[src/rtl/morph_window_ctrl_if.sv]
// Handshake and timing bundle between the pixel source and the morphology window sequencer.
// master = pixel source side, slave = sequencer side.
interface morph_window_ctrl_if;
  logic        in_valid;
  logic        in_ready;
  logic        in_sof;
  logic [1:0]  cfg_mode;
  logic        pix_en;
  logic        pad;
  logic [10:0] hpos;
  logic [10:0] vpos;
  logic [2:0]  line_wr;
  logic        out_valid;
  logic [10:0] out_hpos;
  logic [10:0] out_vpos;
  logic [1:0]  mode_active;
  logic        frame_done;
  logic        sof_err;

  modport master (
    output in_valid, in_sof, cfg_mode,
    input  in_ready, pix_en, pad, hpos, vpos, line_wr, out_valid,
           out_hpos, out_vpos, mode_active, frame_done, sof_err
  );

  modport slave (
    input  in_valid, in_sof, cfg_mode,
    output in_ready, pix_en, pad, hpos, vpos, line_wr, out_valid,
           out_hpos, out_vpos, mode_active, frame_done, sof_err
  );
endinterface

[src/rtl/morph_window_ctrl.sv]
// Sequencer for the binary dilate/erode window stage: raster counters, line-buffer slot,
// output coordinate timing, end-of-frame drain of the last window rows and per-frame mode latch.
module morph_window_ctrl #(
  parameter int H_IMG_RES = 640,
  parameter int V_IMG_RES = 480,
  parameter int WIN_SIZE  = 5
) (
  input  logic               clk,
  input  logic               rst_n,
  morph_window_ctrl_if.slave bus
);
  localparam int          LAG        = WIN_SIZE / 2 + 1;
  localparam logic [10:0] H_LAST     = 11'(H_IMG_RES - 1);
  localparam logic [10:0] V_LAST     = 11'(V_IMG_RES - 1);
  localparam logic [10:0] FILL_LAST  = 11'(LAG - 1);
  localparam logic [10:0] FLUSH_LAST = 11'(V_IMG_RES + LAG - 1);
  localparam logic [10:0] LAG_W      = 11'(LAG);
  localparam logic [2:0]  LW_LAST    = 3'(WIN_SIZE);

  typedef enum logic [2:0] {IDLE, FILL, RUN, FLUSH, DONE} state_t;

  state_t      r_state, w_state_next;
  logic [10:0] r_hpos, r_vpos, w_hpos_next, w_vpos_next, w_hpos_cur, w_vpos_cur;
  logic [2:0]  r_line_wr, w_line_wr_next, w_line_wr_cur;
  logic [1:0]  r_mode, w_mode_next;
  logic        w_ready, w_xfer, w_sof_xfer, w_pix_en, w_row_end;

  assign w_ready    = (r_state == IDLE) || (r_state == FILL) || (r_state == RUN);
  assign w_xfer     = bus.in_valid & w_ready;
  assign w_sof_xfer = w_xfer & bus.in_sof;

  // An accepted SOF pixel is always (0,0) in slot 0, even when it cuts a frame short.
  assign w_hpos_cur    = w_sof_xfer ? 11'd0 : r_hpos;
  assign w_vpos_cur    = w_sof_xfer ? 11'd0 : r_vpos;
  assign w_line_wr_cur = w_sof_xfer ? 3'd0  : r_line_wr;
  assign w_row_end     = (w_hpos_cur == H_LAST);

  always_ff @(posedge clk or negedge rst_n) begin
    if (!rst_n) begin
      r_state   <= IDLE;
      r_hpos    <= '0;
      r_vpos    <= '0;
      r_line_wr <= '0;
      r_mode    <= '0;
    end else begin
      r_state   <= w_state_next;
      r_hpos    <= w_hpos_next;
      r_vpos    <= w_vpos_next;
      r_line_wr <= w_line_wr_next;
      r_mode    <= w_mode_next;
    end
  end

  always_comb begin
    w_state_next   = r_state;
    w_pix_en       = 1'b0;
    bus.pad        = 1'b0;
    bus.out_valid  = 1'b0;
    bus.sof_err    = 1'b0;
    bus.frame_done = 1'b0;
    case (r_state)
      IDLE: begin
        if (w_sof_xfer) begin
          w_pix_en     = 1'b1;
          w_state_next = FILL;
        end
      end
      FILL: begin
        if (w_xfer) begin
          w_pix_en = 1'b1;
          if (w_sof_xfer)
            bus.sof_err = 1'b1;
          else if (w_row_end && (w_vpos_cur == V_LAST))
            w_state_next = FLUSH;
          else if (w_row_end && (w_vpos_cur == FILL_LAST))
            w_state_next = RUN;
        end
      end
      RUN: begin
        if (w_xfer) begin
          w_pix_en = 1'b1;
          if (w_sof_xfer) begin
            bus.sof_err  = 1'b1;
            w_state_next = FILL;
          end else begin
            bus.out_valid = 1'b1;
            if (w_row_end && (w_vpos_cur == V_LAST))
              w_state_next = FLUSH;
          end
        end
      end
      FLUSH: begin
        // Input is held off while zero rows push the last window rows out.
        w_pix_en      = 1'b1;
        bus.pad       = 1'b1;
        bus.out_valid = 1'b1;
        if (w_row_end && (w_vpos_cur == FLUSH_LAST))
          w_state_next = DONE;
      end
      DONE: begin
        bus.frame_done = 1'b1;
        w_state_next   = IDLE;
      end
      default: w_state_next = IDLE;
    endcase
  end

  always_comb begin
    w_hpos_next    = r_hpos;
    w_vpos_next    = r_vpos;
    w_line_wr_next = r_line_wr;
    w_mode_next    = r_mode;
    if (w_sof_xfer)
      w_mode_next = (bus.cfg_mode == 2'b11) ? 2'b00 : bus.cfg_mode;
    if (w_pix_en) begin
      if (w_row_end) begin
        w_hpos_next    = '0;
        w_vpos_next    = w_vpos_cur + 11'd1;
        w_line_wr_next = (w_line_wr_cur == LW_LAST) ? 3'd0 : w_line_wr_cur + 3'd1;
      end else begin
        w_hpos_next    = w_hpos_cur + 11'd1;
        w_vpos_next    = w_vpos_cur;
        w_line_wr_next = w_line_wr_cur;
      end
    end
    if (w_state_next == DONE) begin
      w_hpos_next    = '0;
      w_vpos_next    = '0;
      w_line_wr_next = '0;
    end
  end

  assign bus.in_ready    = w_ready;
  assign bus.pix_en      = w_pix_en;
  assign bus.hpos        = w_hpos_cur;
  assign bus.vpos        = w_vpos_cur;
  assign bus.line_wr     = w_line_wr_cur;
  assign bus.out_hpos    = w_hpos_cur;
  assign bus.out_vpos    = w_vpos_cur - LAG_W;
  assign bus.mode_active = r_mode;
endmodule

[src/flat_wrapper.sv]
// flat-port wrapper written by rule: the top's interface ports become plain ports
module morph_window_ctrl_flat 
#(
  parameter int H_IMG_RES = 640,
  parameter int V_IMG_RES = 480,
  parameter int WIN_SIZE  = 5
)
  (clk, rst_n, bus_in_valid, bus_in_sof, bus_cfg_mode, bus_in_ready, bus_pix_en, bus_pad, bus_hpos, bus_vpos, bus_line_wr, bus_out_valid, bus_out_hpos, bus_out_vpos, bus_mode_active, bus_frame_done, bus_sof_err);
  morph_window_ctrl_if bus_i ();
  input  logic clk;
  input  logic rst_n;
  input wire logic [$bits(bus_i.in_valid)-1:0] bus_in_valid;
  input wire logic [$bits(bus_i.in_sof)-1:0] bus_in_sof;
  input wire logic [$bits(bus_i.cfg_mode)-1:0] bus_cfg_mode;
  output wire logic [$bits(bus_i.in_ready)-1:0] bus_in_ready;
  output wire logic [$bits(bus_i.pix_en)-1:0] bus_pix_en;
  output wire logic [$bits(bus_i.pad)-1:0] bus_pad;
  output wire logic [$bits(bus_i.hpos)-1:0] bus_hpos;
  output wire logic [$bits(bus_i.vpos)-1:0] bus_vpos;
  output wire logic [$bits(bus_i.line_wr)-1:0] bus_line_wr;
  output wire logic [$bits(bus_i.out_valid)-1:0] bus_out_valid;
  output wire logic [$bits(bus_i.out_hpos)-1:0] bus_out_hpos;
  output wire logic [$bits(bus_i.out_vpos)-1:0] bus_out_vpos;
  output wire logic [$bits(bus_i.mode_active)-1:0] bus_mode_active;
  output wire logic [$bits(bus_i.frame_done)-1:0] bus_frame_done;
  output wire logic [$bits(bus_i.sof_err)-1:0] bus_sof_err;
  assign bus_i.in_valid = bus_in_valid;
  assign bus_i.in_sof = bus_in_sof;
  assign bus_i.cfg_mode = bus_cfg_mode;
  assign bus_in_ready = bus_i.in_ready;
  assign bus_pix_en = bus_i.pix_en;
  assign bus_pad = bus_i.pad;
  assign bus_hpos = bus_i.hpos;
  assign bus_vpos = bus_i.vpos;
  assign bus_line_wr = bus_i.line_wr;
  assign bus_out_valid = bus_i.out_valid;
  assign bus_out_hpos = bus_i.out_hpos;
  assign bus_out_vpos = bus_i.out_vpos;
  assign bus_mode_active = bus_i.mode_active;
  assign bus_frame_done = bus_i.frame_done;
  assign bus_sof_err = bus_i.sof_err;
  morph_window_ctrl #(.H_IMG_RES(H_IMG_RES), .V_IMG_RES(V_IMG_RES), .WIN_SIZE(WIN_SIZE)) u_core (.clk(clk), .rst_n(rst_n), .bus(bus_i));
endmodule
[config.mk]
export PLATFORM = sky130hd
export DESIGN_NAME = morph_window_ctrl_flat
export DESIGN_NICKNAME = d
export VERILOG_FILES = /design/src/rtl/morph_window_ctrl_if.sv /design/src/rtl/morph_window_ctrl.sv /design/src/flat_wrapper.sv
export SDC_FILE = /design/constraint.sdc
export NUM_CORES = 1
export LEC_CHECK = 0
export ABC_AREA = 1
export CORE_UTILIZATION = 35
export CTS_CLUSTER_DIAMETER = 50
export DETAILED_ROUTE_END_ITERATION = 7
export DONT_BUFFER_PORTS = 1
export GPL_ROUTABILITY_DRIVEN = 0
export GPL_TIMING_DRIVEN = 0
export PLACE_DENSITY = 0.51
export SYNTH_ARGS = -nofsm -noshare
export SYNTH_HDL_FRONTEND = slang
export SYNTH_SLANG_ARGS = --single-unit
[constraint.sdc]
create_clock -name clk -period 7.6 [get_ports clk]
set_input_delay 0.38 -clock clk [delete_from_list [all_inputs] [get_ports clk]]
set_output_delay 0.38 -clock clk [all_outputs]
set_load 0.005 [all_outputs]
==> results of run 1 <==
[power by group through the flow]
stage	Sequential, mW	Combinational, mW	Clock, mW
5_1_grt	0.205	0.217	0.150
3_3_place_gp	0.204	0.186	0
2_1_floorplan	0.199	0.149	0
4_1_cts	0.201	0.192	0.145
3_5_place_dp	0.204	0.186	0
6_report	0.201	0.190	0.137
[final timing paths]
kind | to | slack [ps] | cells past startpoint
hold reg to reg | u_core.r_hpos[0] | 500 | 2
setup / recovery | u_core.r_vpos[3] | 4520 | 17
min in group asynchronous | u_core.r_vpos[7] | 560 | 2
max in group asynchronous | u_core.r_hpos[5] | 6860 | 2
hold / removal | u_core.bus.mode_active[0] | 190 | 1
setup reg to reg | u_core.r_vpos[3] | 4520 | 17
[sequential cells by signal, indices dropped and copies added (netlist names)]
signal	count
u_core.r_vpos	11
u_core.bus.mode_active	2
u_core.r_hpos	11
u_core.r_line_wr	3
u_core.r_state	3
[logic make-up (layout without fill, tap and decap cells)]
group	after synthesis	in the layout
buffers and inverters	79	89
AO/OA/AOI/OAI	40	40
flip-flops	30	30
adder cells (fa/ha/maj)	2	2
XOR/XNOR	7	7
AND/OR/NAND/NOR	181	181
[layout make-up]
type	instances	area, sq um	area share (%)
flip-flops and latches	30	750.7	29.73
inverters	58	217.7	8.622
plain buffers	21	167.7	6.640
multi-input cells	230	1171	46.38
repair buffers	2	30.03	1.189
clock inverters	1	5.005	0.1982
clock buffers	7	86.33	3.419
well taps	77	96.34	3.816
[metrics by stage]
step | area [sq um] | instances | hold slack, ps
4_1_cts | 2525 | 426 | 178.1
3_3_place_gp | 2404 | 416 | 85.57
5_1_grt | 2525 | 426 | 185.8
3_5_place_dp | 2404 | 416 | 85.60
2_1_floorplan | 2307 | 339 | 84.41
6_report | 2525 | 426 | 189.0
[worst register-to-register path, delay by kind of cell, from the launching register on]
kind	cells	cell delay [ps]
xor gates and xnor gates	1	150
DFF	1	440
and+or+nand+nor	7	980
buffers and inverters	7	1050
adders and majority gates	1	250
AOI/OAI and AO/OA	1	110
[cell usage after synthesis, drive strengths merged]
cell / n / area share (%)
ha: 2 / 1.1
xor2: 7 / 2.7
buf: 21 / 7.3
nand3: 29 / 7.4
o22ai: 3 / 0.81
nand3b: 2 / 0.65
o21ai: 21 / 4.6
nor2: 40 / 8.5
inv: 58 / 9.4
a21oi: 10 / 2.3
nor3: 8 / 2.4
a31oi: 2 / 0.54
nand4: 4 / 2.0
o31ai: 2 / 0.65
or2: 1 / 0.27
nand2: 97 / 16
a22o: 1 / 0.38
dfrtp: 30 / 33
o211ai: 1 / 0.33
[per-layer routing]
| metal | GRT usage, % | vias up |
|---|---|---|
| met5 | 0 | - |
| met4 | 4.702 | 0 |
| met3 | 4.970 | 7 |
| met2 | 28.09 | 37 |
| met1 | 24.70 | 987 |
| li1 | - | 1066 |
==> out/metrics.cfg, run 1 <==
[status]
status=completed

[finish]
layout_commonest_cell=nand2_1
final_util_pct=39.76
layout.nets=356
diodes=0
final_cell_mix=93 x nand2_1, 52 x inv_1, 30 x nor2_1, 30 x dfrtp_1, 24 x nand3_1
drive_gt1_share_pct=16.91
synthToLayoutAreaGrowth_pct=9.436
n_fill_cell=677

[floorplan]
rows=29
fp.dieW_um=83.19
die_area_sq_um=6921
start_util_pct=36.33
die_y_um=83.19
pin_count=61
core_area_sq_um=6350

[min_path]
holdCritPathClass=in2reg
hp-start=bus_cfg_mode[1]

[clock_tree]
clk_pin_slew_ps=70
clock-sinks=30
cts_resized=0
cts_setup_buffers=0
cts_max_path_buffers=2
clk_latency_ps=280
tritoncts=built
h-tree-depth=2
root_buffer=clkbuf_8
hold_buffers=2
cts_buffers=5

[detailed_routing]
dr.first_iter.drc_count=104
route.met3.wl_um=300
drt-met1-wl_um=2834
route.met2.wl_um=2713
routed.top_layer=met4
wirelength_um=5915
dr.pass1.iters=4
drtAntennaViolNets=0
drc=0
vias_per_cell=4.923
vias=2097
wl_per_cell_um=13.88

[pwr]
finalPower_mw=0.5280
pwr-share-seq_pct=38.1
clockPowerShare_pct=25.9
peakVddDrop_mv=0.07086
combPwrFrac_pct=36.0
p_int_mw=0.3170
p_switching_mw=0.2110
pwr_density_cell_nw_per_um2=209.1
power.leakage_nw=1.340
p_sw_share_pct=39.96

[synthesis]
synth.distinct_cells=32
ys_seq_area_share_pct=32.54
syn_area_sq_um=2307
synth-simple-area-share_pct=37.42
ys_warn_count=0
synth_fa_ha_area_share_pct=1.085
syn-instance-count=339
syn-num-nets=347
synth_top_family_by_area=simple AND/OR/NAND/NOR gates
synthMuxAreaShare_pct=0
avgSynthCellArea_sq_um=6.806
synth_xor_area_share_pct=2.657
ys_ff_latch=30
synth_compound_area_share_pct=9.599

[timing]
rsz0062_at_grt=no
fin_crit_ps=3076
max-slew-margin-rel_pct=71.56
setup_violations=0
timing.fmax_ghz=0.3251
timing.setup.tns_ps=0
fin_ws_ps=4524
finalHoldViolations=0
drv_slew=0
tightest_slew_ps=423.0
period_share_pct=40.47
skew_ps=4.624

[worst_setup_path]
worst_path_max_delay_cell=dfrtp_1
cp_common_cell=nand2_1
crit_path_max_incr_delay_ps=440
start_kind=register
endpoint_kind=register
path_delay_family=buffers and inverters
cp-startpoint=u_core.r_state[0]
reg2reg_from=u_core.r_state[0]
cp_num_buf_inv=7
cp.arrival_ps=3250
required_ps=7780
worstPathCellList=a21oi_2 -> nand3_2 -> buf_6 -> buf_4 -> buf_2 -> nand2_1 -> inv_1 -> ha_1 -> nand2_1 -> nand3b_1 -> nor2_4 -> buf_6 -> inv_2 -> nor2_4 -> nand2_1 -> xor2_1 -> inv_1
timing_worst_setup_path_type=reg2reg
crit_fanout=10

[placement]
portBuffers=0
dp_hpwl_um=4375
post-place-ws_ps=4539

[global_route]
grt_max_degree=31
grt_pass1_wl_um=10050
track_usage_pct=18.06
antenna_found_initial=0
overflow=0
grt_pass1_vias=2046

[job]
drv_cap=0

No activity file was read; power rests on OpenSTA's default activity.
==> run 2: changes to the inputs <==
clock period = 3 ns   (was 7.6 ns; I/O delays follow)
==> out/metrics.cfg, run 2 (same netlist as run 1, synthesis figures left out) <==
[floorplan]
fp.dieW_um=83.19
rows=29
start_util_pct=36.33
core_area_sq_um=6350
pin_count=61
die_area_sq_um=6921
die_y_um=83.19

[clock_tree]
tritoncts=built
clk_latency_ps=280
root_buffer=clkbuf_8
clk_pin_slew_ps=70
h-tree-depth=2
clock-sinks=30
cts_max_path_buffers=2
cts_buffers=5

[placement]
postPlaceCellArea_sq_um=2404
dp_hpwl_um=4375
post-place-ws_ps=-60.71
placedCellCount=416
portBuffers=0

[pwr]
p_sw_share_pct=39.79
clockPowerShare_pct=25.8
p_int_mw=0.8071
p_switching_mw=0.5334
pwr_density_cell_nw_per_um2=524.7
combPwrFrac_pct=36.1
pwr-share-seq_pct=38.1
peakVddDrop_mv=0.1779
power.leakage_nw=1.349

[finish]
layout_commonest_cell=nand2_1
final_cells=428
reg_top3=u_core.r_hpos x11, u_core.r_vpos x11
final_cell_mix=93 x nand2_1, 51 x inv_1, 30 x nor2_1
drive_gt1_share_pct=17.66
synthToLayoutAreaGrowth_pct=10.74
diodes=0
finish.instance_area_sq_um=2555
layout.nets=358

[detailed_routing]
dr.pass1.iters=4
wl_per_cell_um=13.78
drc=0
vias=2100
vias_per_cell=4.907
wirelength_um=5897
dr.first_iter.drc_count=114
drtAntennaViolNets=0

[timing]
skew_ps=4.507
timing.setup.tns_ps=0
tightest_slew_ps=413.4
fin_ws_ps=220.5
max-slew-margin-rel_pct=72.20
finalHoldViolations=0
drv_slew=0
period_share_pct=92.65
fin_crit_ps=2779
timing.fmax_ghz=0.3598
rsz0062_at_grt=no
setup_violations=0

[global_route]
overflow=0
grt_pass1_wl_um=10050
grt_max_degree=31
grt_pass1_vias=2050
antenna_found_initial=0
track_usage_pct=18.06

[worst_setup_path]
crit_fanout=10
reg2reg_from=u_core.r_state[0]
start_kind=register
cp.arrival_ps=2960
timing_worst_setup_path_type=reg2reg
reg2reg_slack_ps=220
endpoint_kind=register
reg2reg_to=u_core.r_vpos[3]
cp-startpoint=u_core.r_state[0]
critPathCapture=u_core.r_vpos[3]
reg2regPathDepth=16
required_ps=3180

[status]
status=completed

[min_path]
holdCritPathClass=in2reg

[job]
drv_cap=0

-- run 2: cell count changes in the layout (fill, tap and decap cells not counted) --
cell / previous run / this run
buf_2: 2 / 1
buf_4: 15 / 16
buf_6: 4 / 5
dfrtp_1: 30 / 29
dfrtp_2: 0 / 1
dlygate4sd3_1: 1 / 2
inv_1: 52 / 51
inv_2: 6 / 7
nor2_2: 6 / 5
nor2_4: 4 / 5
-- run 2: worst max-delay path, stage by stage, from the launching register on --
cell and delay, ps:
dfrtp_2 420, a21oi_2 100, nand3_2 90, buf_6 180, buf_6 170, nand2_1 100, inv_2 160, ha_1 260
nand2_1 70, nand3b_1 250, nor2_4 210, buf_6 180, inv_2 60, nor2_4 130, nand2_1 90, xor2_1 150
inv_1 50
-- run 2: worst min path at each step --
| stage | startpoint | end | slack, ps | cells past startpoint |
|---|---|---|---|---|
| floorplan | rst_n | u_core.bus.mode_active[0] | -150 | 0 |
| global placement | rst_n | u_core.r_vpos[10] | -140 | 0 |
| detailed placement | rst_n | u_core.r_vpos[10] | -140 | 0 |
| CTS | bus_cfg_mode[0] | u_core.bus.mode_active[0] | 10 | 2 |
| global route | bus_cfg_mode[0] | u_core.bus.mode_active[0] | 30 | 2 |
| finish | bus_cfg_mode[1] | u_core.bus.mode_active[1] | 20 | 2 |
-- run 2: layer usage --
layer  wire, um  up-vias  track usage (%)
met5          0        -                0
met4         67        0            4.702
met3        303        7            4.970
met1       2850      981            24.95
met2       2677       42            27.79
li1           -     1070                -
-- run 2: final cells by class --
class                      count  area (sq um)
inverter                      58         217.7
buffer                        20         166.4
timing repair buffer           5         55.05
multi-input combinational    230          1176
fill                         672          3795
clock inverter                 1         5.005
tap                           77         96.34
sequential                    30         752.0
clock buffer                   7         86.33
-- run 2: power by group through the flow --
stage               sequential [mW]  clock [mW]  combinational (mW)
floorplan                     0.503           0               0.378
global placement              0.517           0               0.471
detailed placement            0.517           0               0.471
CTS                           0.510       0.367               0.486
global route                  0.519       0.380               0.554
finish                        0.511       0.346               0.484
-- run 2: stage by stage --
step / power (mW) / hold slack, ps / util, %
global route: 1.453 / 28.77 / 40.24
detailed placement: 0.9876 / -144.4 / 37.85
floorplan: 0.8815 / -145.6 / -
finish: 1.340 / 24.70 / 40.24
CTS: 1.363 / 14.08 / 39.84
global placement: 0.9888 / -144.4 / 37.85
-- run 2: repair_timing --
action	4_1_cts	5_1_grt
pin swaps	0	1
setup endpoints to repair	11	19
endpoints found under the hold margin	31	0
hold buffers	3	0
resized for setup	0	4
setup buffers	0	2
==> run 3: changes to the inputs <==
PLACE_DENSITY = not set   (was 0.51)
==> out/metrics.cfg, run 3 (same netlist as run 1, synthesis figures left out) <==
[status]
status=completed

[timing]
finalHoldViolations=0
period_share_pct=91.07
max-slew-margin-rel_pct=71.15
skew_ps=2.517
hold_ws_ps=26.27
fin_ws_ps=267.8
timing.fmax_ghz=0.3660
tightest_slew_ps=429.1
rsz0062_at_grt=no
drv_slew=0
setup_violations=0
fin_crit_ps=2732

[worst_setup_path]
required_ps=3210
worst_path_max_delay_cell=dfrtp_1
endpoint_kind=register
crit_fanout=10
worstPathCellList=a21oi_2 -> nand3_2 -> buf_6 -> buf_6 -> nand2_1 -> inv_2 -> ha_2 -> nand2_1 -> nand3b_1 -> nor2_4 -> nor2_2 -> inv_1 -> a21oi_1 -> nand2_1 -> o21ai_1
crit_path_max_incr_delay_ps=430
cp.arrival_ps=2940
cp_common_cell=nand2_1
start_kind=register
timing_worst_setup_path_type=reg2reg

[finish]
layout_commonest_cell=nand2_1
final_cell_mix=93 x nand2_1, 51 x inv_1, 30 x nor2_1, 30 x dfrtp_1, 24 x nand3_1
diodes=0
final_cells=427
reg_top3=u_core.r_hpos x11, u_core.r_vpos x11
drive_gt1_share_pct=17.43
finish.instance_area_sq_um=2544
synthToLayoutAreaGrowth_pct=10.25
layout.nets=357

[detailed_routing]
vias=2119
drtAntennaViolNets=0
wirelength_um=5694
dr.pass1.iters=4
vias_per_cell=4.963
drc=0
dr.first_iter.drc_count=143
wl_per_cell_um=13.33

[clock_tree]
h-tree-depth=2
cts_max_path_buffers=2
clk_pin_slew_ps=60
root_buffer=clkbuf_8
cts_buffers=5
clk_latency_ps=280
tritoncts=built
clock-sinks=30

[floorplan]
rows=29
start_util_pct=36.33
die_y_um=83.19
pin_count=61
core_area_sq_um=6350
die_area_sq_um=6921
fp.dieW_um=83.19

[global_route]
antenna_found_initial=0
grt_pass1_wl_um=9556
grt_max_degree=31
track_usage_pct=17.07
grt_pass1_vias=2034
overflow=0

[placement]
portBuffers=0
postPlaceCellArea_sq_um=2404
placedCellCount=416
dp_hpwl_um=4222
post-place-ws_ps=-12.92

[pwr]
power.leakage_nw=1.343
finalPower_mw=1.330
peakVddDrop_mv=0.1845
pwr_density_cell_nw_per_um2=522.8

[job]
drv_cap=0

[min_path]
holdCritPathClass=in2reg

-- run 3: cell count changes in the layout (fill, tap and decap cells not counted), sizes merged --
cell	delta
buf	-1
-- run 3: critical path: cells and delay by family (launching register included) --
kind	cells	cell delay (ps)
buf+inv	4	590
flops	1	430
compound gates	3	450
simple gates	7	950
fa+ha+maj	1	210
-- run 3: repair_timing --
| item | in CTS | in global routing |
|---|---|---|
| endpoints found under the hold margin | 31 | 0 |
| resized for setup | 0 | 3 |
| pin swaps | 0 | 0 |
| setup endpoints to repair | 5 | 17 |
| hold buffers | 3 | 0 |
| buffers inserted | 0 | 1 |
-- run 3: final cells by class --
class                      count  area [sq um]
fill                         676          3806
multi-input combinational    230          1174
sequential                    30         750.7
inverter                      58         217.7
buffer                        20         166.4
tap                           77         96.34
clock buffer                   7         86.33
timing repair buffer           4         47.55
clock inverter                 1         5.005
-- run 3: power breakdown --
group / internal, mW / switching [mW]
Combinational: 0.165 / 0.317
Sequential: 0.456 / 0.0532
Clock: 0.185 / 0.154
Total: 0.806 / 0.524
-- run 3: worst paths after layout --
kind	cells after the start	endpoint	start	slack (ps)
min	2	u_core.bus.mode_active[1]	bus_cfg_mode[1]	30
max in group asynchronous	2	u_core.r_vpos[7]	rst_n	2460
min reg2reg	2	u_core.r_hpos[0]	u_core.r_hpos[0]	490
max reg2reg	15	u_core.r_hpos[9]	u_core.r_state[0]	270
max	15	u_core.r_hpos[9]	u_core.r_state[0]	270
min in group asynchronous	2	u_core.r_vpos[4]	rst_n	360
-- run 3: layer usage --
layer  track usage [%]  vias to the layer above  wire length, um
li1                  -                     1066                -
met1             21.86                      991             2644
met2             28.02                       56             2641
met3             4.274                        6              344
met4             5.799                        0               63
met5                 0                        -                0
-- run 3: per-stage QoR --
step                      TNS (ps)  util [%]
after floorplan                  0         -
after global placement      -1.736     37.85
after detailed placement    -22.16     37.85
after CTS                        0     39.84
after global routing             0     40.06
final                            0     40.06
